`config.mk`:
```
export PLATFORM = sky130hd
export DESIGN_NAME = rf_write_arbiter
export DESIGN_NICKNAME = d
export VERILOG_FILES = /design/src/rtl/rf_write_arbiter_pkg.sv /design/src/rtl/rf_wr_slot.sv /design/src/rtl/rf_write_arbiter.sv
export SDC_FILE = /design/constraint.sdc
export NUM_CORES = 1
export LEC_CHECK = 0
export ABC_CLOCK_PERIOD_IN_PS = 9100
export CORE_MARGIN = 5
export CORE_UTILIZATION = 53
export CTS_CLUSTER_SIZE = 16
export DETAILED_ROUTE_END_ITERATION = 10
export GPL_TIMING_DRIVEN = 0
export HOLD_SLACK_MARGIN = 0.02
export PLACE_DENSITY = 0.85
export SKIP_CTS_REPAIR_TIMING = 1
export SYNTH_ARGS = -nofsm -noshare
export SYNTH_HDL_FRONTEND = slang
export SYNTH_SLANG_ARGS = --single-unit
```
`constraint.sdc`:
```
create_clock -name clk -period 9.1 [get_ports clk]
set_input_delay 1.365 -clock clk [delete_from_list [all_inputs] [get_ports clk]]
set_output_delay 1.365 -clock clk [all_outputs]
set_load 0.05 [all_outputs]
```
`src/rtl/rf_write_arbiter_pkg.sv`:
```
// Shared widths, reserved indices and write-request types for the
// register-file write arbiter and its holding slots.
package rf_write_arbiter_pkg;

    localparam int DATA_W = 32;
    localparam int ADDR_W = 5;
    localparam int PC_REG = 29;

    typedef struct packed {
        logic              valid;
        logic [ADDR_W-1:0] addr;
        logic [DATA_W-1:0] data;
    } wr_req_t;

    typedef enum logic {
        GRANT_A = 1'b0,
        GRANT_B = 1'b1
    } grant_e;

endpackage

```
`src/rtl/rf_wr_slot.sv`:
```
// One-entry holding buffer for a register-file write port.
// Ports: clk/rst; valid/addr/data request in; grant from arbiter;
// ready, full, buf_addr, buf_data out; drop pulses on an illegal accept.
module rf_wr_slot
    import rf_write_arbiter_pkg::*;
#(
    parameter int DATA_W = rf_write_arbiter_pkg::DATA_W,
    parameter int ADDR_W = rf_write_arbiter_pkg::ADDR_W,
    parameter int PC_REG = rf_write_arbiter_pkg::PC_REG
) (
    input  logic              clk,
    input  logic              rst,
    input  logic              valid,
    input  logic [ADDR_W-1:0] addr,
    input  logic [DATA_W-1:0] data,
    input  logic              grant,
    output logic              ready,
    output logic              full,
    output logic [ADDR_W-1:0] buf_addr,
    output logic [DATA_W-1:0] buf_data,
    output logic              drop
);

    logic illegal;
    logic fire;

    assign illegal = (addr == '0) || (addr == ADDR_W'(PC_REG));

    // Granted entry leaves this cycle, so a new request can refill it.
    assign ready = rst || !full || grant;
    assign fire  = valid && ready && !rst;
    assign drop  = fire && illegal;

    always_ff @(posedge clk or posedge rst) begin
        if (rst) begin
            full     <= 1'b0;
            buf_addr <= '0;
            buf_data <= '0;
        end else if (fire && !illegal) begin
            full     <= 1'b1;
            buf_addr <= addr;
            buf_data <= data;
        end else if (grant) begin
            full     <= 1'b0;
        end
    end

endmodule

```
`src/rtl/rf_write_arbiter.sv`:
```
// Round-robin arbiter merging writeback (A) and multi-cycle (B) writes
// into one registered register-file write port with read-hazard detect.
// Ports: clk/rst; a_*/b_* valid-ready requests; regwrite/write_register/
// write_data/grant_b registered outputs; rd_addr1/2 -> hazard; drop_cnt.
module rf_write_arbiter
    import rf_write_arbiter_pkg::*;
#(
    parameter int DATA_W = rf_write_arbiter_pkg::DATA_W,
    parameter int ADDR_W = rf_write_arbiter_pkg::ADDR_W,
    parameter int PC_REG = rf_write_arbiter_pkg::PC_REG
) (
    input  logic              clk,
    input  logic              rst,
    input  logic              a_valid,
    input  logic [ADDR_W-1:0] a_addr,
    input  logic [DATA_W-1:0] a_data,
    output logic              a_ready,
    input  logic              b_valid,
    input  logic [ADDR_W-1:0] b_addr,
    input  logic [DATA_W-1:0] b_data,
    output logic              b_ready,
    output logic              regwrite,
    output logic [ADDR_W-1:0] write_register,
    output logic [DATA_W-1:0] write_data,
    output logic              grant_b,
    input  logic [ADDR_W-1:0] rd_addr1,
    input  logic [ADDR_W-1:0] rd_addr2,
    output logic              hazard,
    output logic [7:0]        drop_cnt
);

    logic              a_full, b_full;
    logic [ADDR_W-1:0] a_buf_addr, b_buf_addr;
    logic [DATA_W-1:0] a_buf_data, b_buf_data;
    logic              a_drop, b_drop;
    logic              a_grant, b_grant;
    grant_e            last_grant;
    logic [8:0]        drop_sum;

    rf_wr_slot #(
        .DATA_W(DATA_W),
        .ADDR_W(ADDR_W),
        .PC_REG(PC_REG)
    ) u_slot_a (
        .clk      (clk),
        .rst      (rst),
        .valid    (a_valid),
        .addr     (a_addr),
        .data     (a_data),
        .grant    (a_grant),
        .ready    (a_ready),
        .full     (a_full),
        .buf_addr (a_buf_addr),
        .buf_data (a_buf_data),
        .drop     (a_drop)
    );

    rf_wr_slot #(
        .DATA_W(DATA_W),
        .ADDR_W(ADDR_W),
        .PC_REG(PC_REG)
    ) u_slot_b (
        .clk      (clk),
        .rst      (rst),
        .valid    (b_valid),
        .addr     (b_addr),
        .data     (b_data),
        .grant    (b_grant),
        .ready    (b_ready),
        .full     (b_full),
        .buf_addr (b_buf_addr),
        .buf_data (b_buf_data),
        .drop     (b_drop)
    );

    // On a tie the port not served last wins.
    assign a_grant = a_full && (!b_full || last_grant == GRANT_B);
    assign b_grant = b_full && (!a_full || last_grant == GRANT_A);

    assign drop_sum = {1'b0, drop_cnt} + 9'(a_drop) + 9'(b_drop);

    always_ff @(posedge clk or posedge rst) begin
        if (rst) begin
            regwrite       <= 1'b0;
            write_register <= '0;
            write_data     <= '0;
            grant_b        <= 1'b0;
            last_grant     <= GRANT_B;
            drop_cnt       <= 8'd0;
        end else begin
            if (a_grant) begin
                regwrite       <= 1'b1;
                write_register <= a_buf_addr;
                write_data     <= a_buf_data;
                grant_b        <= 1'b0;
                last_grant     <= GRANT_A;
            end else if (b_grant) begin
                regwrite       <= 1'b1;
                write_register <= b_buf_addr;
                write_data     <= b_buf_data;
                grant_b        <= 1'b1;
                last_grant     <= GRANT_B;
            end else begin
                regwrite       <= 1'b0;
            end
            drop_cnt <= (drop_sum > 9'd255) ? 8'hFF : drop_sum[7:0];
        end
    end

    function automatic logic rd_hit(input logic [ADDR_W-1:0] ra);
        rd_hit = (ra != '0) &&
                 ((a_full && ra == a_buf_addr) ||
                  (b_full && ra == b_buf_addr) ||
                  (regwrite && ra == write_register));
    endfunction

    assign hazard = rd_hit(rd_addr1) || rd_hit(rd_addr2);

endmodule

```
Yosys cells after proc, flatten, opt, wreduce, memory -nomap -nowiden
Cells that the tools add are included.
- register bits after elaboration: 124
- output and inout port bits: 50
- logic and storage cells: 80
- add/subtract/negate cells: 2
- magnitude comparators: 1
- eq/ne operators: 8
- multiplexer cells: 13
- bitwise operators: 1
- reduce and logical (&&, ||, !) cells: 43
- operators with widths (operator ; count):
    $mux W32 ; 2
    $eq A5 B5 Y1 ; 6
    $logic_and A1 B1 Y1 ; 18
    $logic_or A1 B1 Y1 ; 13
    $eq A5 B5 Y1 const B ; 2
    $logic_not A5 Y1 ; 2
    $mux W5 ; 2
    $reduce_bool A5 Y1 ; 2
    $add A8 B1 Y9 ; 1
    $add A9 B1 Y9 ; 1
    $gt A9 B8 Y1 const B ; 1
    $mux W1 ; 8
    $mux W8 ; 1
    $reduce_bool A2 Y1 ; 3
    $logic_not A1 Y1 ; 5
    $not A1 Y1 ; 1

Logic depth before layout (Yosys ltp)
- depth after elaboration: 11
- depth in mapped cells: 9

Cells and area by module
Synthesis repeated with hierarchy kept, for this count alone.
- cell total of the unflattened synthesis: 444
- area, all modules: 5740.5 sq um
- by module, submodules not included (module ; times used ; cells each ; area an instance (sq um) ; seq. area each (sq um)):
    rf_wr_slot ; 2 ; 93 ; 1644.1 ; 950.9
    rf_write_arbiter ; 1 ; 258 ; 2452.4 ; 1202.4

Least setup slack after synthesis
No wires, ideal clock.
- kind: input to output
- start: in rst
- end: out a_ready
- arrival: 5095 ps
- data required time: 7735 ps
- path slack: 2640 ps
- stages: 2
- buffers on the path: 0
- cell sequence: inv_1 nand2b_1
- word-level cells in the longest chain between the ends: 2
- RTL lines (item ; line ; text):
    start: declaration ; rf_write_arbiter.sv:13 ; input logic rst,
    $logic_or A1 B1 Y1 (2 in series) ; rf_wr_slot.sv:30 ; assign ready = rst || !full || grant;
    end: declaration ; rf_write_arbiter.sv:17 ; output logic a_ready,
Every way passes these cells.

Worst setup path after layout
- start: in rd_addr2[3]
- end: out hazard
- word-level cells in the longest chain between the ends: 6
- elaborated cells between the ends (all ways): 11
- those cells by class: eq/ne (3); reduce/logical (8)
- RTL lines (item ; line ; text):
    start: declaration ; rf_write_arbiter.sv:27 ; input logic [ADDR_W-1:0] rd_addr2,
    $eq A5 B5 Y1 (on tied branches) ; rf_write_arbiter.sv:112, rf_write_arbiter.sv:113 ;
    $logic_and A1 B1 Y1 (on tied branches) ; rf_write_arbiter.sv:112, rf_write_arbiter.sv:113 ;
    $logic_or A1 B1 Y1 ; rf_write_arbiter.sv:112 ; ((a_full && ra == a_buf_addr) ||
    $logic_or A1 B1 Y1 ; rf_write_arbiter.sv:113 ; (b_full && ra == b_buf_addr) ||
    $logic_and A1 B1 Y1 * ; rf_write_arbiter.sv:111 ; rd_hit = (ra != '0) &&
    $logic_or A1 B1 Y1 * ; rf_write_arbiter.sv:117 ; assign hazard = rd_hit(rd_addr1) || rd_hit(rd_addr2);
    end: declaration ; rf_write_arbiter.sv:28 ; output logic hazard,
Every way passes the cells marked *; elsewhere a longest branch is shown, timed or not.

==> out/results.md <==
| Stage | Item | This run |
|:---|:---|:---|
| outcome | Result of the run | complete, no violations |
| timing | Final critical delay including setup and external delays | 5.12 ns |
| yosys | Distinct cell type count of the synthesized netlist | 43 |
| placement | GPL Wtd Cong | 0.890 |
| detailed routing | DRC Markers | 0 |
| floorplanning | Starting utilization of the core area | 53.7% |
| clocking | Clock transition at the register clock pins on the worst setup and hold paths after CTS | 0.06 ns |
| final layout | Synthesis-to-finish area growth | 39.8% |
| timing | Final-report max-slew violation count | 0 |
| global route | Overall fraction of global-route tracks in use | 23.7% |
| floorplanning | Site Rows | 37 |
| clocking | Number of clock sinks | 124 |
| clocking | Insertion delay to the later sink of the worst-skew pair | 0.51 ns |
| setup path | Startpoint of the worst register-to-register path | last_grant |
| setup path | Critical Path End Type | output port |
| final layout | Area of all placed cells without fillers | 7680 µm² |
| setup path | Startpoint Class | input port |
| yosys | Average size of a mapped cell | 12.7 µm² |
| yosys | Main area contributors after synthesis | sky130_fd_sc_hd__dfrtp_1, sky130_fd_sc_hd__mux2_2, sky130_fd_sc_hd__mux2_4 |
| yosys | Sequential area share after synthesis | 56.5% |
| placement | Port bufs | 137 |
| floorplanning | Vertical die dimension | 112 µm |
| timing | Portion of the clock cycle consumed by the worst path in the final layout | 56.3% |
| timing | Final Hold Slack | 0.507 ns |
| yosys | Post-synth design cell area | 5500 µm² |
| setup path | Kind of critical path | input port to output port |
| pwr | Worst vdd rail ir drop | 152 µV |
| worst hold path | Min-Delay Startpoint | u_slot_a.buf_data[28] |
| detailed routing | Detail-routed via count per cell | 5.54 |
| setup path | Crit path arrival time | 3.76 ns |
| final layout | ANT cells | 0 |
| yosys | Post-synthesis net count | 524 |
| yosys | Cell type with the largest total area after synthesis | sky130_fd_sc_hd__dfrtp_1 |
| clocking | Max clock buf depth | 2 |
| floorplanning | Total Die Area | 12500 µm² |
| yosys | Cell count after synthesis | 434 |
| global route | Initial antenna violation count | 0 |
| placement | Cell area reported after detailed placement | 7070 µm² |
| global route | Maximum number of pins on one net before global-route repair | 70 |
| final layout | Non-filler cells in the finished layout | 740 |
| floorplanning | Horiz. Die Dim | 112 µm |
| global route | Overflow left after global routing | 0 |
| timing | Total negative setup slack | 0 ns |
| setup path | CP Launch Point | rd_addr2[3] |
| floorplanning | Core Box Area | 10200 µm² |
| setup path | Crit path required time | 7.74 ns |
| detailed routing | Number of antenna-violating nets in the routed design | 0 |
| final layout | Share of cells above drive strength 1 | 20.9% |
| timing | Max-slew headroom | 50.0% |
| run | Max-cap check violation count | 0 |
| pwr | Power per cell area | 278 nW/µm² |
| timing | Setup violation total in the final timing report | 0 |
| global route | Global-route wire length before repair | 23600 µm |
| timing | Max Freq | 195 MHz |
| floorplanning | Number of ports placed on the die boundary | 138 |
| pwr | Sum of internal, switching and leakage power | 0.00213 W |
| detailed routing | Via Count | 4098 |
| detailed routing | Final WL | 14300 µm |
| final layout | Number of nets in the finished design | 681 |
| worst hold path | Hold Path Class | flop to flop |
| yosys | Seq cells post-synth | 124 |
| detailed routing | First-pass detailed-route iteration total | 4 |
| clocking | Clock tree from TritonCTS | done |
| timing | Final hold violations | 0 |
| yosys | Async set-or-reset flop fraction in the synthesized netlist | 100% |
| setup path | Critical path peak fanout | 4 |
| placement | DPL Wire Length | 9970 µm |
| clocking | Clock tree root buffer cell | sky130_fd_sc_hd__clkbuf_8 |
| timing | Clock skew after layout | 0.0112 ns |
| detailed routing | Number of DRC violations after detailed-routing iteration 0 | 181 |
| clocking | Cts bufs inserted | 17 |
| timing | RSZ-0062 raised after global routing | false |
| pwr | Leak pwr | 3.23 nW |
| clocking | Number of H-tree levels | 4 |
| placement | Count of placed standard cells including taps | 708 |
| yosys | Top FF cell, synth | sky130_fd_sc_hd__dfrtp_1 |
| detailed routing | Routed wirelength normalized by instance count | 19.3 µm |
| yosys | Number of warnings reported in the yosys synthesis log | 0 |
| yosys | Leading cell type by number of instances after synthesis | sky130_fd_sc_hd__dfrtp_1 |
| yosys | Share of Yosys cell area claimed by the top area cell type | 56.0% |
| yosys | Count of flip-flops with a built-in enable after synthesis | 0 |
| global route | Vias in the first global route | 4584 |
| timing | Tightest Pin Transition | 0.750 ns |
| yosys | List of most frequent post-synthesis cells | sky130_fd_sc_hd__dfrtp_1, sky130_fd_sc_hd__nor2_1, sky130_fd_sc_hd__mux2_2, sky130_fd_sc_hd__mux2_4, sky130_fd_sc_hd__o22ai_1 |
==> final timing paths <==
| path | to | slack, ns | cells after the start |
|---|---|---|---|
| max reg2reg | write_data[0] | 6.72 | 6 |
| min | u_slot_a.buf_data[28] | 0.51 | 1 |
| min reg2reg | u_slot_a.buf_data[28] | 0.51 | 1 |
| min in group asynchronous | u_slot_a.buf_addr[2] | 1.32 | 2 |
| max in group asynchronous | last_grant | 7.06 | 3 |
| max | hazard | 3.98 | 7 |
==> worst max-delay path, cell delays in order <==
cell and delay, ns:
sky130_fd_sc_hd__clkdlybuf4s50_1 0.54, sky130_fd_sc_hd__xor2_1 0.20, sky130_fd_sc_hd__nor4_1 0.37, sky130_fd_sc_hd__and3_1 0.21
sky130_fd_sc_hd__a31oi_1 0.04, sky130_fd_sc_hd__o211ai_1 0.20, sky130_fd_sc_hd__clkdlybuf4s50_1 0.83
==> sequential cells by signal (all words and copies together), names as in the netlist, 5 cells and up <==
signal,flops
drop_cnt,8
write_data,32
u_slot_b.buf_data,32
u_slot_a.buf_data,32
write_register,5
u_slot_b.buf_addr,5
u_slot_a.buf_addr,5
==> per-layer routing <==
layer  share of wire (%)  up-vias  wire [µm]  GRT usage, %
met2                  50      148       7150          39.8
met3                 5.6       25        795          6.09
li1                    -     1862          -             -
met5                   0        -          0             0
met4                 2.1        0        301          8.43
met1                  42     2063       6060          29.8
==> through the flow <==
stage / setup WS (ns) / utilization [%]
after floorplan: 2.64 / -
after global placement: 1.47 / 68.8
after detailed placement: 3.97 / 69.1
after CTS: 3.97 / 75.1
after global routing: 3.90 / 75.1
final: 3.98 / 75.1
==> report_power, final <==
| group | switching, W | internal, W |
|---|---|---|
| logic | 0.000386 | 0.000279 |
| registers | 0.0000961 | 0.000675 |
| clock network | 0.000252 | 0.000446 |
==> kinds of logic after synthesis <==
family                     after synthesis  synth area share, %
muxes                                   80                 18.3
DFF                                    124                 56.5
adders and majority gates                2                0.592
and+or+nand+nor                        118                 9.76
buffers and inverters                   24                 2.66
AOI/OAI and AO/OA                       52                 6.83
xor gates and xnor gates                34                 5.42
==> area by class of cell <==
type / count / area [µm²]
Tap cell: 136 / 170
Sequential cell: 124 / 3100
Timing Repair Buffer: 138 / 1400
Clock inverter: 14 / 194
Buffer: 19 / 128
Multi-Input combinational cell: 286 / 2250
Inverter: 5 / 23.8
Clock buffer: 18 / 418
Fill cell: 663 / 2550
==> cells in the final DEF, fill, tap and decap left out, drive strengths merged, types with 3 or more instances in the layout <==
cell	instances
a21oi	3
buf	9
bufinv	4
clkbuf	29
clkdlybuf4s50	137
clkinv	6
dfrtp	123
inv	7
mux2	73
mux2i	7
nand2	21
nand3	5
nand4	7
nor2	65
nor2b	3
nor4	4
o21ai	5
o221a	7
o22ai	30
or4	3
xnor2	17
xor2	17
(Power assumes the default switching activity.)
